`config.mk`:
```
export PLATFORM = sky130hd
export DESIGN_NAME = adc_ctrl_regfile
export DESIGN_NICKNAME = d
export VERILOG_FILES = /design/src/rtl/adc_ctrl_regfile.sv
export SDC_FILE = /design/constraint.sdc
export NUM_CORES = 1
export LEC_CHECK = 0
export CAP_MARGIN = 20
export CORE_MARGIN = 2
export CORE_UTILIZATION = 55
export DETAILED_ROUTE_END_ITERATION = 12
export DONT_BUFFER_PORTS = 1
export PLACE_DENSITY_LB_ADDON = 0.25
export SLEW_MARGIN = 20
export SYNTH_ARGS = -nofsm -noshare
export SYNTH_HDL_FRONTEND = slang
export SYNTH_SLANG_ARGS = --single-unit
```
`constraint.sdc`:
```
create_clock -name aclk -period 7.9 [get_ports aclk]
set_input_delay 0.79 -clock aclk [delete_from_list [all_inputs] [get_ports aclk]]
set_output_delay 0.79 -clock aclk [all_outputs]
set_load 0.05 [all_outputs]
```
`src/rtl/adc_ctrl_regfile.sv`:
```
// AXI4-Lite control/status register file for the ADC front-end, with gated
// reset outputs and an AXIS command FIFO fed by writes to the CMD register.
module adc_ctrl_regfile #(
  parameter int unsigned NUM_CFG    = 2,
  parameter int unsigned NUM_STATUS = 2,
  parameter int unsigned NUM_RST    = 3,
  parameter int unsigned AXIS_DEPTH = 8
) (
  input  logic                      aclk,
  input  logic                      aresetn,
  output logic [32*NUM_CFG-1:0]     cfg,
  input  logic [32*NUM_STATUS-1:0]  status,
  output logic [NUM_RST-1:0]        rst_n_out,
  output logic [31:0]               m_axis_tdata,
  output logic                      m_axis_tvalid,
  input  logic                      m_axis_tready,
  input  logic [31:0]               s_axi_lite_awaddr,
  input  logic [2:0]                s_axi_lite_awprot,
  input  logic                      s_axi_lite_awvalid,
  output logic                      s_axi_lite_awready,
  input  logic [31:0]               s_axi_lite_wdata,
  input  logic [3:0]                s_axi_lite_wstrb,
  input  logic                      s_axi_lite_wvalid,
  output logic                      s_axi_lite_wready,
  output logic [1:0]                s_axi_lite_bresp,
  output logic                      s_axi_lite_bvalid,
  input  logic                      s_axi_lite_bready,
  input  logic [31:0]               s_axi_lite_araddr,
  input  logic [2:0]                s_axi_lite_arprot,
  input  logic                      s_axi_lite_arvalid,
  output logic                      s_axi_lite_arready,
  output logic [31:0]               s_axi_lite_rdata,
  output logic [1:0]                s_axi_lite_rresp,
  output logic                      s_axi_lite_rvalid,
  input  logic                      s_axi_lite_rready
);

  localparam int unsigned PW = $clog2(AXIS_DEPTH);
  localparam int unsigned LW = PW + 1;
  localparam logic [1:0] RESP_OKAY   = 2'b00;
  localparam logic [1:0] RESP_SLVERR = 2'b10;
  localparam logic [5:0] IDX_CMD  = 6'h20;
  localparam logic [5:0] IDX_STAT = 6'h21;

  function automatic logic [31:0] merge(input logic [31:0] old_w, input logic [31:0] new_w,
                                        input logic [3:0] strb);
    logic [31:0] res;
    for (int b = 0; b < 4; b++) res[8*b +: 8] = strb[b] ? new_w[8*b +: 8] : old_w[8*b +: 8];
    return res;
  endfunction

  logic [31:0]   cfg_q [NUM_CFG];
  logic          aw_held, w_held;
  logic [5:0]    aw_idx;
  logic [31:0]   w_data;
  logic [3:0]    w_strb;
  logic [31:0]   mem [AXIS_DEPTH];
  logic [PW-1:0] wptr, rptr;
  logic [LW-1:0] level;
  logic          ovf;
  logic [31:0]   last_push;

  logic          aw_fire, w_fire, ar_fire, commit;
  logic [5:0]    wr_idx, rd_idx;
  logic [31:0]   wr_data, cmd_merged, fifo_stat, rd_data;
  logic [3:0]    wr_strb;
  logic          full, empty, pop, push, ovf_set, ovf_clr;
  logic [1:0]    wr_resp, rd_resp;
  logic          aw_held_next, w_held_next, bvalid_next, rvalid_next;
  logic          unused_ok;

  assign unused_ok = ^{s_axi_lite_awprot, s_axi_lite_arprot,
                       s_axi_lite_awaddr[31:8], s_axi_lite_awaddr[1:0],
                       s_axi_lite_araddr[31:8], s_axi_lite_araddr[1:0]};

  for (genvar g = 0; g < NUM_CFG; g++) begin : g_cfg
    assign cfg[32*g +: 32] = cfg_q[g];
  end

  assign rst_n_out     = cfg_q[0][NUM_RST-1:0] & {NUM_RST{aresetn}};
  assign m_axis_tdata  = mem[rptr];
  assign m_axis_tvalid = !empty;

  // Write path: a held channel payload takes precedence over the live bus.
  always_comb begin
    aw_fire      = s_axi_lite_awvalid & s_axi_lite_awready;
    w_fire       = s_axi_lite_wvalid & s_axi_lite_wready;
    wr_idx       = aw_held ? aw_idx : s_axi_lite_awaddr[7:2];
    wr_data      = w_held ? w_data : s_axi_lite_wdata;
    wr_strb      = w_held ? w_strb : s_axi_lite_wstrb;
    commit       = (aw_held | aw_fire) & (w_held | w_fire);
    aw_held_next = (aw_held | aw_fire) & !commit;
    w_held_next  = (w_held | w_fire) & !commit;
    bvalid_next  = commit | (s_axi_lite_bvalid & !s_axi_lite_bready);
    full         = (level == LW'(AXIS_DEPTH));
    empty        = (level == '0);
    pop          = !empty & m_axis_tready;
    cmd_merged   = merge(last_push, wr_data, wr_strb);
    push         = commit & (wr_idx == IDX_CMD) & (!full | pop);
    ovf_set      = commit & (wr_idx == IDX_CMD) & full & !pop;
    ovf_clr      = commit & (wr_idx == IDX_STAT) & wr_strb[3] & wr_data[31];
    fifo_stat    = {ovf, 13'd0, empty, full, 16'(level)};
    wr_resp      = RESP_SLVERR;
    for (int i = 0; i < NUM_CFG; i++) begin
      if (wr_idx == 6'(i)) wr_resp = RESP_OKAY;
    end
    if (wr_idx == IDX_CMD) wr_resp = ovf_set ? RESP_SLVERR : RESP_OKAY;
    if (wr_idx == IDX_STAT) wr_resp = RESP_OKAY;
  end

  always_ff @(posedge aclk or negedge aresetn) begin
    if (!aresetn) begin
      aw_held            <= 1'b0;
      w_held             <= 1'b0;
      aw_idx             <= '0;
      w_data             <= '0;
      w_strb             <= '0;
      s_axi_lite_awready <= 1'b0;
      s_axi_lite_wready  <= 1'b0;
      s_axi_lite_bvalid  <= 1'b0;
      s_axi_lite_bresp   <= RESP_OKAY;
    end else begin
      aw_held            <= aw_held_next;
      w_held             <= w_held_next;
      if (aw_fire) aw_idx <= s_axi_lite_awaddr[7:2];
      if (w_fire) begin
        w_data <= s_axi_lite_wdata;
        w_strb <= s_axi_lite_wstrb;
      end
      s_axi_lite_awready <= !aw_held_next & !bvalid_next;
      s_axi_lite_wready  <= !w_held_next & !bvalid_next;
      s_axi_lite_bvalid  <= bvalid_next;
      if (commit) s_axi_lite_bresp <= wr_resp;
    end
  end

  always_ff @(posedge aclk or negedge aresetn) begin
    if (!aresetn) begin
      for (int i = 0; i < NUM_CFG; i++) cfg_q[i] <= '0;
    end else begin
      for (int i = 0; i < NUM_CFG; i++) begin
        if (commit && wr_idx == 6'(i)) cfg_q[i] <= merge(cfg_q[i], wr_data, wr_strb);
      end
    end
  end

  // FIFO storage carries no reset; validity is tracked by level.
  always_ff @(posedge aclk) begin
    if (push) mem[wptr] <= cmd_merged;
  end

  always_ff @(posedge aclk or negedge aresetn) begin
    if (!aresetn) begin
      wptr      <= '0;
      rptr      <= '0;
      level     <= '0;
      ovf       <= 1'b0;
      last_push <= '0;
    end else begin
      if (push) begin
        wptr      <= wptr + PW'(1);
        last_push <= cmd_merged;
      end
      if (pop) rptr <= rptr + PW'(1);
      if (push && !pop) level <= level + LW'(1);
      else if (pop && !push) level <= level - LW'(1);
      ovf <= ovf_set | (ovf & !ovf_clr);
    end
  end

  // Read path: decode is captured at the AR handshake.
  always_comb begin
    ar_fire     = s_axi_lite_arvalid & s_axi_lite_arready;
    rvalid_next = ar_fire | (s_axi_lite_rvalid & !s_axi_lite_rready);
    rd_idx      = s_axi_lite_araddr[7:2];
    rd_data     = '0;
    rd_resp     = RESP_SLVERR;
    for (int i = 0; i < NUM_CFG; i++) begin
      if (rd_idx == 6'(i)) begin
        rd_data = cfg_q[i];
        rd_resp = RESP_OKAY;
      end
    end
    for (int j = 0; j < NUM_STATUS; j++) begin
      if (rd_idx == 6'(16 + j)) begin
        rd_data = status[32*j +: 32];
        rd_resp = RESP_OKAY;
      end
    end
    if (rd_idx == IDX_CMD) begin
      rd_data = last_push;
      rd_resp = RESP_OKAY;
    end
    if (rd_idx == IDX_STAT) begin
      rd_data = fifo_stat;
      rd_resp = RESP_OKAY;
    end
  end

  always_ff @(posedge aclk or negedge aresetn) begin
    if (!aresetn) begin
      s_axi_lite_arready <= 1'b0;
      s_axi_lite_rvalid  <= 1'b0;
      s_axi_lite_rdata   <= '0;
      s_axi_lite_rresp   <= RESP_OKAY;
    end else begin
      s_axi_lite_rvalid  <= rvalid_next;
      s_axi_lite_arready <= !rvalid_next;
      if (ar_fire) begin
        s_axi_lite_rdata <= rd_data;
        s_axi_lite_rresp <= rd_resp;
      end
    end
  end

endmodule
```
==> Yosys cells after proc, flatten, opt, wreduce, memory -nomap -nowiden <==
Memories as Yosys holds them, arrays and structs flattened.
Index checks and enable logic that the tools add are counted.
{ "classes": {"addsub": 4, "muxes": 28, "n_eq_ne": 9, "bitwise_logic": 26, "reduce_logical": 28} }
{ "op_table": {"columns": ["cell", "n"], "rows": [
  ["32-bit two-way mux", 7],
  ["8-bit two-way mux", 4],
  ["6-bit == test (second input constant)", 4],
  ["2-bit two-way mux", 11],
  ["1-bit bitwise AND", 19],
  ["2-bit AND reduction", 8],
  ["6-bit by 1-bit == test with 1-bit output (second input constant)", 2],
  ["6-bit by 5-bit == test with 1-bit output (second input constant)", 2],
  ["1-bit zero test", 12],
  ["6-bit zero test", 2],
  ["4-bit two-way mux", 3],
  ["3-bit by 1-bit adder with 3-bit output (second input constant)", 2],
  ["6-bit two-way mux", 1],
  ["1-bit OR", 6],
  ["4-bit by 1-bit adder with 4-bit output (second input constant)", 1],
  ["4-bit == test (second input constant)", 1],
  ["1-bit logical AND", 4],
  ["4-bit zero test", 1],
  ["4-bit by 1-bit subtractor with 4-bit output (second input constant)", 1],
  ["3-bit bitwise AND", 1],
  ["1-bit two-way mux", 2],
  ["2-bit nonzero test", 1]
]} }
{ "word_totals": {"input_bits": 178, "out_inout_bits": 141, "ramBits": 256, "regBits": 192, "n_memories": 1, "wordCells": 122} }
{ "mem_list": {"columns": ["name", "depth", "width", "rd", "rd_clocked_by_memory_dff", "wr", "line", "rtl"], "rows": [
  ["mem", 8, 32, 1, 0, 1, "57", "logic [31:0] mem [AXIS_DEPTH];"]
]} }

==> Depth between registers and ports, before layout <==
Gate-level depths: netlist of run 1.
{ "logic_depth": {"word_depth": 9, "ltp_mapped": 12, "mapped_depth_nobuf": 10} }

==> Least setup slack after synthesis of run 1 <==
No wires, ideal clock.
{ "synth_timing": {"path_type": "input port to flip-flop", "start": "input s_axi_lite_wvalid", "end": "memory mem[2][0], enable pin", "arrival_time_ns": 4.948, "n_path_buf": 2, "required_time_ns": 7.398, "setup_ns": 0.502, "slack_ns": 2.450, "cell_stages": 6, "cell_sequence": "and2_1 > clkbuf_1 > o21ai_1 > nor3_4 > buf_4 > nor4bb_1"} }
{ "synth_between": {"elab_chain_len": 7} }
{ "synth_rtl": {"columns": ["element", "line", "rtl"], "rows": [
  ["start: declaration", "23", "input logic s_axi_lite_wvalid,"],
  ["1-bit bitwise AND", "87", "w_fire = s_axi_lite_wvalid & s_axi_lite_wready;"],
  ["1-bit OR", "91", "commit = (aw_held | aw_fire) & (w_held | w_fire);"],
  ["1-bit bitwise AND", "91", null],
  ["1-bit bitwise AND (2 in series)", "99", "push = commit & (wr_idx == IDX_CMD) & (!full | pop);"],
  ["net push", "67", "logic full, empty, pop, push, ovf_set, ovf_clr;"],
  ["1-bit two-way mux", "149", "if (push) mem[wptr] <= cmd_merged;"],
  ["1-bit two-way mux (not written as such)", "149", null],
  ["end: declaration", "57", null]
]} }
The timed path passes the listed nets, and every way through them passes these cells.

==> Final worst setup path of run 1 <==
{ "layout_timing": {"start": "register rptr[0]", "end": "output m_axis_tdata[13]"} }
{ "layout_between": {"elab_chain_len": 1} }
{ "layout_rtl": {"columns": ["element", "line", "rtl"], "rows": [
  ["start: declaration", "58", "logic [PW-1:0] wptr, rptr;"],
  ["start signal: assignment", "164", "if (pop) rptr <= rptr + PW'(1);"],
  ["memory read 8 x 32 bit", null, null],
  ["end: declaration", "14", "output logic [31:0] m_axis_tdata,"]
]} }
No other way between the ends.

==> results.md, run 1 <==
* Via count at approximately 11000
* Initial core utilization at 0.555
* Yosys warns at 0
* Floorplan core area at 35300 µm²
* Post_cts resized at 0
* Setup TNS at 0 ns
* Commonest non-fill, non-tap cells in the layout: 256 x edfxtp_1, 235 x mux2_2, 187 x dfrtp_1
* Port bufs at 0
* Max_cap viols at 0
* Fin Clk Skew at 0.0151 ns
* Worst flop-to-flop path endpoint: level[3]$_DFFE_PN0P_
* Area of the mapped netlist at between 15000 and 20000 µm²
* Maximum vdd ir drop at about 0.00028 V
* Worst R2R Setup Slack at 4.27 ns
* Endpoints failing hold at 0
* Iter 0 DRT Violations at between 1000 and 1500
* Drt total wl at about 50000 µm
* Vias in the first global route at around 11000
* Pwr dens at about 380 nW/µm²
* Pre-Repair DR Iteration Count at 6
* Antenna violations before repair at 3
* Std cell rows at roughly 70
* Die height at ~190 µm
* I/O pin cnt at around 320
* Top post-synthesis cells by area: edfxtp_1 39%, dfrtp_1 24%, mux2_2 14%
* Final #Nets at between 1000 and 1500
* Launching point of the worst reg2reg path: aw_held$_DFF_PN0_
* Routability Congestion at 0.870
* Die footprint at between 30000 and 40000 µm²
* Number of flops mapped to enable cells by yosys at 256
* # Post-CTS Setup Buffers at 0
* Via density at between 6 and 7
* H-tree levels at 2
* Status: completed
* Avg Inst Size Synth at ~17 µm²
* Measured slew at the worst slew-check pin at ~1.1 ns
* Post-DP HPWL at between 30000 and 40000 µm
* Hold buffers post-CTS at 1
* RSZ-0062 raised after global routing: false
* Syn-to-layout area delta at 10.1%
* Setup violators final at 0
* Total power draw at about 8.2 mW
* Fill cell count at about 2500
* Register bit total from synthesis at roughly 450
* FMAX at roughly 260 MHz
* Synth Instances at roughly 1200
* Worst Setup Start Kind: flop
* Critical path class: flop to output pin
* DRT antenna net count at 0
* DRC at 0
* Die width at about 190 µm
* Share of layout cells above drive strength 1 at 0.365
* Max Root-Sink Buffers at 3
* Critical Path AT at between 3 and 4 ns
* Fin. max-slew vios at 0
* Clock slew at reported path FFs at approximately 0.060 ns
* Max_slew headroom at 0.258
* Largest net degree at the start of global routing at approximately 190
* LEAKAGE at about 8 nW
* Tcrit/Tclk final at 0.495
* Total CTS buffers at 45
* Reg2Reg Depth at 11
* Global-route wire length before repair at about 73000 µm
* Clock Latency Late Sink at 0.56 ns
* GRT Total Usage at 0.272
* Most frequently used flop master after synthesis: edfxtp_1
* Setup crit end kind: output pin
* Max FO, Critical Path at between 40 and 50
* Synth top area share at 0.392
* Most common cell after layout, fill and taps aside: edfxtp_1
* Leading area contributor after synthesis: edfxtp_1
* CP required at between 7 and 8 ns
* Clk root buf: clkbuf_16
* Asr flop ratio synth at 0.426
* Avg WL per Cell at about 30 µm
* CP Launch Point: rptr[0]$_DFFE_PN0P_
* Yosys cell types at roughly 70
* GRT overflow at 0
* Minimum clock period at 3.91 ns
* Sink Count at ~450
* TritonCTS clock tree: yes
* Sequential-to-total area share from yosys stat at 0.635
* Hold/Removal Path Class: input pin to asynchronous set/reset pin
metal layers:
metal,wire length (µm),track usage,part of all wire
met4,1070,0.0681,0.021
met2,24200,0.437,0.48
met1,20200,0.372,0.40
met3,4580,0.0751,0.092
met5,38,0,0.00076
cells in the mapped netlist (all sizes together) (2+ instances only):
master and n:
nor2 26, dfrtp 190, a21o 4, o32ai 13, and3 2, and4b 3, nor2b 3, nor4 3
nand2 22, a31oi 4, xor2 2, o31ai 10, o21ai 13, a21oi 9, nor3b 9, o221ai 4
o221a 16, or4b 2, mux2i 19, o21bai 3, o22ai 3, buf 40, xnor2 5, nand3 19
nor3 25, ha 5, o211ai 19, and2 8, or4 3, a221o 16, and3b 3, edfxtp 256
a221oi 30, clkbuf 38, mux4 64, mux2 236, nand2b 20, nor4b 3, inv 8
cell type report:
class	instances	area [µm²]	share of cell area
multi-input combinational	643	6780	0.314
sequential	446	12400	0.577
inverter	8	30.0	0.00139
clock inverter	16	209	0.00969
tap	461	577	0.0267
clock buffer	67	1310	0.0607
timing repair buffer	24	220	0.0102
antenna	1	2.50	0.000116
worst max path at each step:
stage / to / slack (ns)
global route: m_axis_tdata[15] / 3.75
floorplan: mem[2][0]$_DFFE_PP_ / 2.45
finish: m_axis_tdata[13] / 3.99
detailed placement: level[3]$_DFFE_PN0P_ / 4.16
CTS: m_axis_tdata[3] / 3.87
global placement: level[3]$_DFFE_PN0P_ / 4.26
sequential cells by signal, indices dropped and copies added (netlist names), 3 cells and up:
register / flops
aw_idx: 6
w_data: 32
cfg: 64
w_strb: 4
rptr: 3
mem: 256
s_axi_lite_rdata: 32
last_push: 32
level: 4
wptr: 3
critical path, stage by stage, from the launching register on:
cell and delay (ns):
dfrtp_4 0.72, buf_4 0.76, mux4_2 0.61, mux2_2 0.42
kinds of logic (layout without fill, tap and decap cells):
family	after synthesis	count (layout)	share of synthesized area
multiplexers	319	319	0.219
adder cells (fa/ha/maj)	6	6	0.00421
XOR/XNOR	7	7	0.00313
AO/OA/AOI/OAI	152	152	0.0651
flip-flops	446	446	0.635
AND/OR/NAND/NOR	157	157	0.0529
buffers and inverters	86	115	0.0205
other	1	3	0.000191
report_power, final:
part,switching (mW),total (mW),internal (mW)
combinational,1.45,2.36,0.911
clock,0.894,2.18,1.29
sequential,0.739,3.70,2.96
total,3.08,8.24,5.16
per-stage QoR:
stage                     instances  area [µm²]  hold slack (ns)  setup WS [ns]   util
after floorplan                1175       19600            0.472           2.45      -
after global placement         1580       20000            0.460           4.26  0.566
after detailed placement       1580       20000            0.487           4.16  0.566
after CTS                      1664       21500            0.348           3.87  0.610
after global routing           1665       21600           0.0896           3.75  0.611
final                          1666       21600           0.0988           3.99  0.611
No activity file was read; power rests on OpenSTA's default activity.
==> run 2: changes to the inputs <==
Clock period 7.9 ns to 3.8 ns, I/O delays scaled along.
==> results.md, run 2 (same netlist as run 1, synthesis figures left out) <==
* Status: finished, violations left
* Failing checks: hold timing
* Critical path class: flop to flop
* Share of layout cells above drive strength 1 at 0.349
* Setup violators final at 0
* Avg WL per Cell at just under 30 µm
* Vias in the first global route at 11600
* Pwr dens at just under 800 nW/µm²
* Syn-to-layout area delta at 12.1%
* TritonCTS clock tree: yes
* Most common cell after layout, fill and taps aside: edfxtp_1
* Minimum clock period at just under 3 ns
* Clock Latency Late Sink at about 0.55 ns
* Setup TNS at 0 ns
* Critical Path AT at approximately 3.1 ns
* Sink Count at approximately 450
* Max_cap viols at 0
* Final #Nets at about 1400
* Max Root-Sink Buffers at 3
* GRT overflow at 0
* CP required at roughly 4.0 ns
* Total CTS buffers at 45
* Measured slew at the worst slew-check pin at 1.10 ns
* Fin. max-slew vios at 0
* Placed inst area at approximately 20000 µm²
* LEAKAGE at roughly 8 nW
* Std cell rows at a little under 70
* Hold buffers post-CTS at 44
* Clock slew at reported path FFs at roughly 0.06 ns
* Die height at between 150 and 200 µm
* Endpoints failing hold at between 150 and 200
* Pre-Repair DR Iteration Count at 5
* CP peak stage delay at 0.66 ns
* I/O pin cnt at 319
* Via count at between 10000 and 15000
* Top reg by flops: mem
* Combinational share of power at 0.293
* Maximum vdd ir drop at roughly 0.00070 V
* Antenna violations before repair at 3
* Setup crit end kind: flop
* Floorplan core area at approximately 35000 µm²
* Critical path, cell by cell: and2_1 -> o21ai_1 -> nor3_4 -> buf_4 -> and4bb_2 -> buf_4
* Post-DP HPWL at between 30000 and 40000 µm
* Hold/Removal Path Class: input pin to asynchronous set/reset pin
* Die width at just under 200 µm
* Drt total wl at about 51000 µm
* Hold Worst Slack at -0.470 ns
* Util after Layout at 0.622
* Die footprint at 37200 µm²
* DRT antenna net count at 0
* Routability Congestion at roughly 0.90
* Tcrit/Tclk final at 0.780
* Commonest non-fill, non-tap cells in the layout: 256 x edfxtp_1, 235 x mux2_2, 187 x dfrtp_1
* Worst Setup Start Kind: flop
* Sequential Power Share at 0.453
* CP top delay family: simple AND/OR/NAND/NOR gates
* Sw power at 6.37 mW
* Crit-path most repeated cell: buf_4
* Fin Clk Skew at approximately 0.025 ns
* Via density at between 6 and 7
* Largest register FFs at ~260
* Max FO, Critical Path at 32
* Iter 0 DRT Violations at approximately 900
* Global-route wire length before repair at 74900 µm
* Switching share of power at 0.375
* Largest net degree at the start of global routing at slightly below 200
* GRT Total Usage at 0.277
* Max_slew headroom at 0.266
* DRC at 0
* Port bufs at 0
* Worst R2R Setup Slack at around 0.83 ns
* Bufs and invs on worst path at 2
* RSZ-0062 raised after global routing: false
* FMAX at 337 MHz
* Clk root buf: clkbuf_16
* Final instance area at 22000 µm²
* H-tree levels at 2
* Slowest CP cell: dfrtp_1
* Initial core utilization at 0.555
* Pint at between 10 and 15 mW
* Clock group share of total power at 0.254
run 2: routing by layer:
layer  GRT usage  part of all wire
met5           0           0.00069
met2       0.456              0.49
met1       0.367              0.40
met4      0.0784             0.023
met3      0.0713             0.089
run 2: power groups by stage:
stage          Clock [mW]  Combinational, mW  Sequential, mW
3_5_place_dp            0               4.95            7.80
2_1_floorplan           0               4.08            7.43
5_1_grt              4.57               5.27            7.79
6_report             4.32               4.98            7.71
3_3_place_gp            0               4.86            7.77
4_1_cts              4.39               5.01            7.70
run 2: what timing repair did:
action	CTS	global route
resized for setup	0	0
hold endpoints to repair	235	190
setup endpoints to repair	0	0
buffers inserted	0	0
run 2: stage by stage:
step / total power, mW / worst slack, ns / std cells
floorplan: 11.5 / 0.505 / 1175
global placement: 12.6 / 0.886 / 1588
detailed placement: 12.8 / 0.860 / 1588
CTS: 17.1 / 0.790 / 1716
global route: 17.6 / 0.683 / 1716
finish: 17.0 / 0.835 / 1718
run 2: path summary, 6_finish.rpt:
path                                             startpoint                      to  depth (start not counted)
worst max-delay path            s_axi_lite_wready$_DFF_PN0_    mem[1][25]$_DFFE_PP_                          6
worst min-delay path                                aresetn     cfg[62]$_DFFE_PN0P_                          0
worst max register to register  s_axi_lite_wready$_DFF_PN0_    mem[1][25]$_DFFE_PP_                          6
worst min register to register       w_data[15]$_DFFE_PN0P_  w_data[15]$_DFFE_PN0P_                          1
max in group asynchronous                           aresetn     cfg[50]$_DFFE_PN0P_                          0
min in group aclk                             m_axis_tready     rptr[2]$_DFFE_PN0P_                          2
run 2: worst reg2reg max path: cells and delay by family, from the launching register on:
| family | cells | cell delay (ns) |
|---|---|---|
| buf+inv | 2 | 0.78 |
| flops | 1 | 0.66 |
| simple gates | 3 | 0.94 |
| compound gates | 1 | 0.17 |
run 2: cell type report:
class                   count  area (µm²)
diodes                      2        5.00
clock inverters            19         163
flip-flops and latches    446       12400
fillers                  2523       13300
well taps                 461         577
inverters                   8        30.0
repair buffers             74         691
clock buffers              65        1280
multi-input cells         643        6780
==> RTL edit: new RTL, settings of run 2 <==
The parameter `NUM_CFG` goes from 2 to 4.
--- a/src/rtl/adc_ctrl_regfile.sv
+++ b/src/rtl/adc_ctrl_regfile.sv
@@ -2,5 +2,5 @@
 // reset outputs and an AXIS command FIFO fed by writes to the CMD register.
 module adc_ctrl_regfile #(
-  parameter int unsigned NUM_CFG    = 2,
+  parameter int unsigned NUM_CFG    = 4,
   parameter int unsigned NUM_STATUS = 2,
   parameter int unsigned NUM_RST    = 3,
Ports: changed (resized cfg); port bits go from 319 to 383. The function was not compared with the original's and may differ.
==> RTL edit against run 2 <==
Power up 11%; synthesized area up 12%; cell count up 16%; the flow still finishes with violations (negative hold slack); critical endpoint is now m_axis_tdata[11]; clock power up 12%; count of clock-buffer cells in the layout up 8; wire length up 12%; setup slack worse by 0.15 ns; final area up 13%; largest cell class unchanged; fmax down 5.0%; die area up 12%; synthesized cell count up 16%; sequential cell count up 64.
==> RTL edit: results (changes against run 2) <==
post-detail-place hpwl 37600 µm (+18%); Synth top cells by count mux2_2 (268), edfxtp_1 (256), dfrtp_1 (254); sw frac 38.3% (+0.81 points); Filler Cell Count 2814 (+12%); sequential element share of the synthesized area 63.9% (+0.42 points); Post-synth ARST share 49.8% (+7.2 points); initial DRC count 945 (+7.4%); worst r2r path cells 10 (+4); worst r2r src aw_held; post-synthesis cell type count 67 (-6.9%); initial antenna violation count 5 (+2); gr usage total 27.8% (+0.074 points); CP max stage cell dfrtp_4; Final nets 1607 (+15%); vias per inst 6.35 (-3.2%); Critical Path Start rptr[0]; clk_skew 0.0252 ns (+0.000131 ns); cell family with most CP delay multiplexers; crit-path max FO 31 (-3.1%); Area after DPL 0.0227 mm² (+13%); largest net degree at the start of global routing 258 (+33%); vias in the first global route 13.2k (+13%); r2r endpoint level[3]; count of final hold-check violations 254 (+34%); Critical Path AT 2.74 ns (-0.40 ns); routability cong. 0.909 (+0.93%); # hold bufs at CTS 50 (+14%); clk_lat worst skew 0.58 ns (+0.03 ns); status complete, but fails checks; Max IR drop VDD 628 µV (-10%); wire per inst 28.5 µm (-3.4%); final wirelength 56700 µm (+12%); failing checks negative hold slack; Worst Setup EP m_axis_tdata[11]; Lkg Pwr 9.73 nW (+18%); crit path kind flop to output pin; Reg2Reg Setup Slack 0.70 ns (-0.13 ns); Num CTS Buffers 50 (+11%); slew at the pin with the worst max-slew slack 1.15 ns (+0.0510 ns); Hold WS -0.491 ns (-0.0201 ns)
==> RTL edit: how the worst min path moves through the flow <==
| stage | slack (ns) | start | to |
|---|---|---|---|
| 4_1_cts | -0.52 | aresetn | rptr[0] |
| 6_report | -0.49 | aresetn | cfg[57] |
| 3_5_place_dp | 0.09 | aresetn | cfg[118] |
| 3_3_place_gp | 0.09 | aresetn | cfg[121] |
| 2_1_floorplan | 0.08 | aresetn | aw_held |
| 5_1_grt | -0.52 | aresetn | cfg[57] |
==> RTL edit: logic make-up (layout without fill, tap and decap cells) <==
| logic type | Yosys count | in the layout | synth area share (%) |
|---|---|---|---|
| DFF | 510 | 510 | 63.9 |
| muxes | 366 | 366 | 23.6 |
| and+or+nand+nor | 245 | 245 | 5.53 |
| AOI/OAI and AO/OA | 136 | 136 | 4.51 |
| buffers and inverters | 85 | 191 | 1.73 |
| adders and majority gates | 7 | 7 | 0.421 |
| xor gates and xnor gates | 7 | 7 | 0.279 |
| other | 1 | 6 | 0.0171 |
==> RTL edit: metal layers <==
| metal | wire length [µm] | up-vias | global-route usage [%] |
|---|---|---|---|
| li1 | - | 5406 | - |
| met4 | 1670 | 2 | 8.68 |
| met3 | 4830 | 103 | 8.40 |
| met2 | 26700 | 476 | 42.7 |
| met5 | 19 | - | 0 |
| met1 | 23500 | 6673 | 38.5 |
==> RTL edit: power by group through the flow <==
stage               sequential, mW  combinational [mW]  clock, mW
floorplan                     8.63                4.09          0
global placement              9.09                4.80          0
global route                  9.13                5.30       5.14
finish                        9.01                4.96       4.84
CTS                           9.01                4.98       4.92
detailed placement            9.12                4.91          0
==> RTL edit: layout make-up <==
| class | count | area [µm²] | area share, % |
|---|---|---|---|
| Antenna cell | 4 | 10.0 | 0.0403 |
| Clock buffer | 73 | 1410 | 5.67 |
| Clock inverter | 20 | 200 | 0.805 |
| Inverter | 9 | 33.8 | 0.136 |
| Multi-Input combinational cell | 763 | 7580 | 30.5 |
| Sequential cell | 510 | 14000 | 56.5 |
| Tap cell | 525 | 657 | 2.64 |
| Timing Repair Buffer | 89 | 918 | 3.69 |
==> RTL edit: per-stage QoR <==
step / util, % / setup slack [ns] / cells
floorplan: - / 0.430 / 1358
global placement: 57.5 / 0.771 / 1846
detailed placement: 57.5 / 0.735 / 1846
CTS: 62.8 / 0.587 / 1989
global route: 62.8 / 0.422 / 1992
finish: 62.9 / 0.680 / 1993
==> RTL edit: timing repair <==
action,CTS,global route
resized for setup,0,0
setup buffers,0,0
endpoints found under the hold margin,304,254
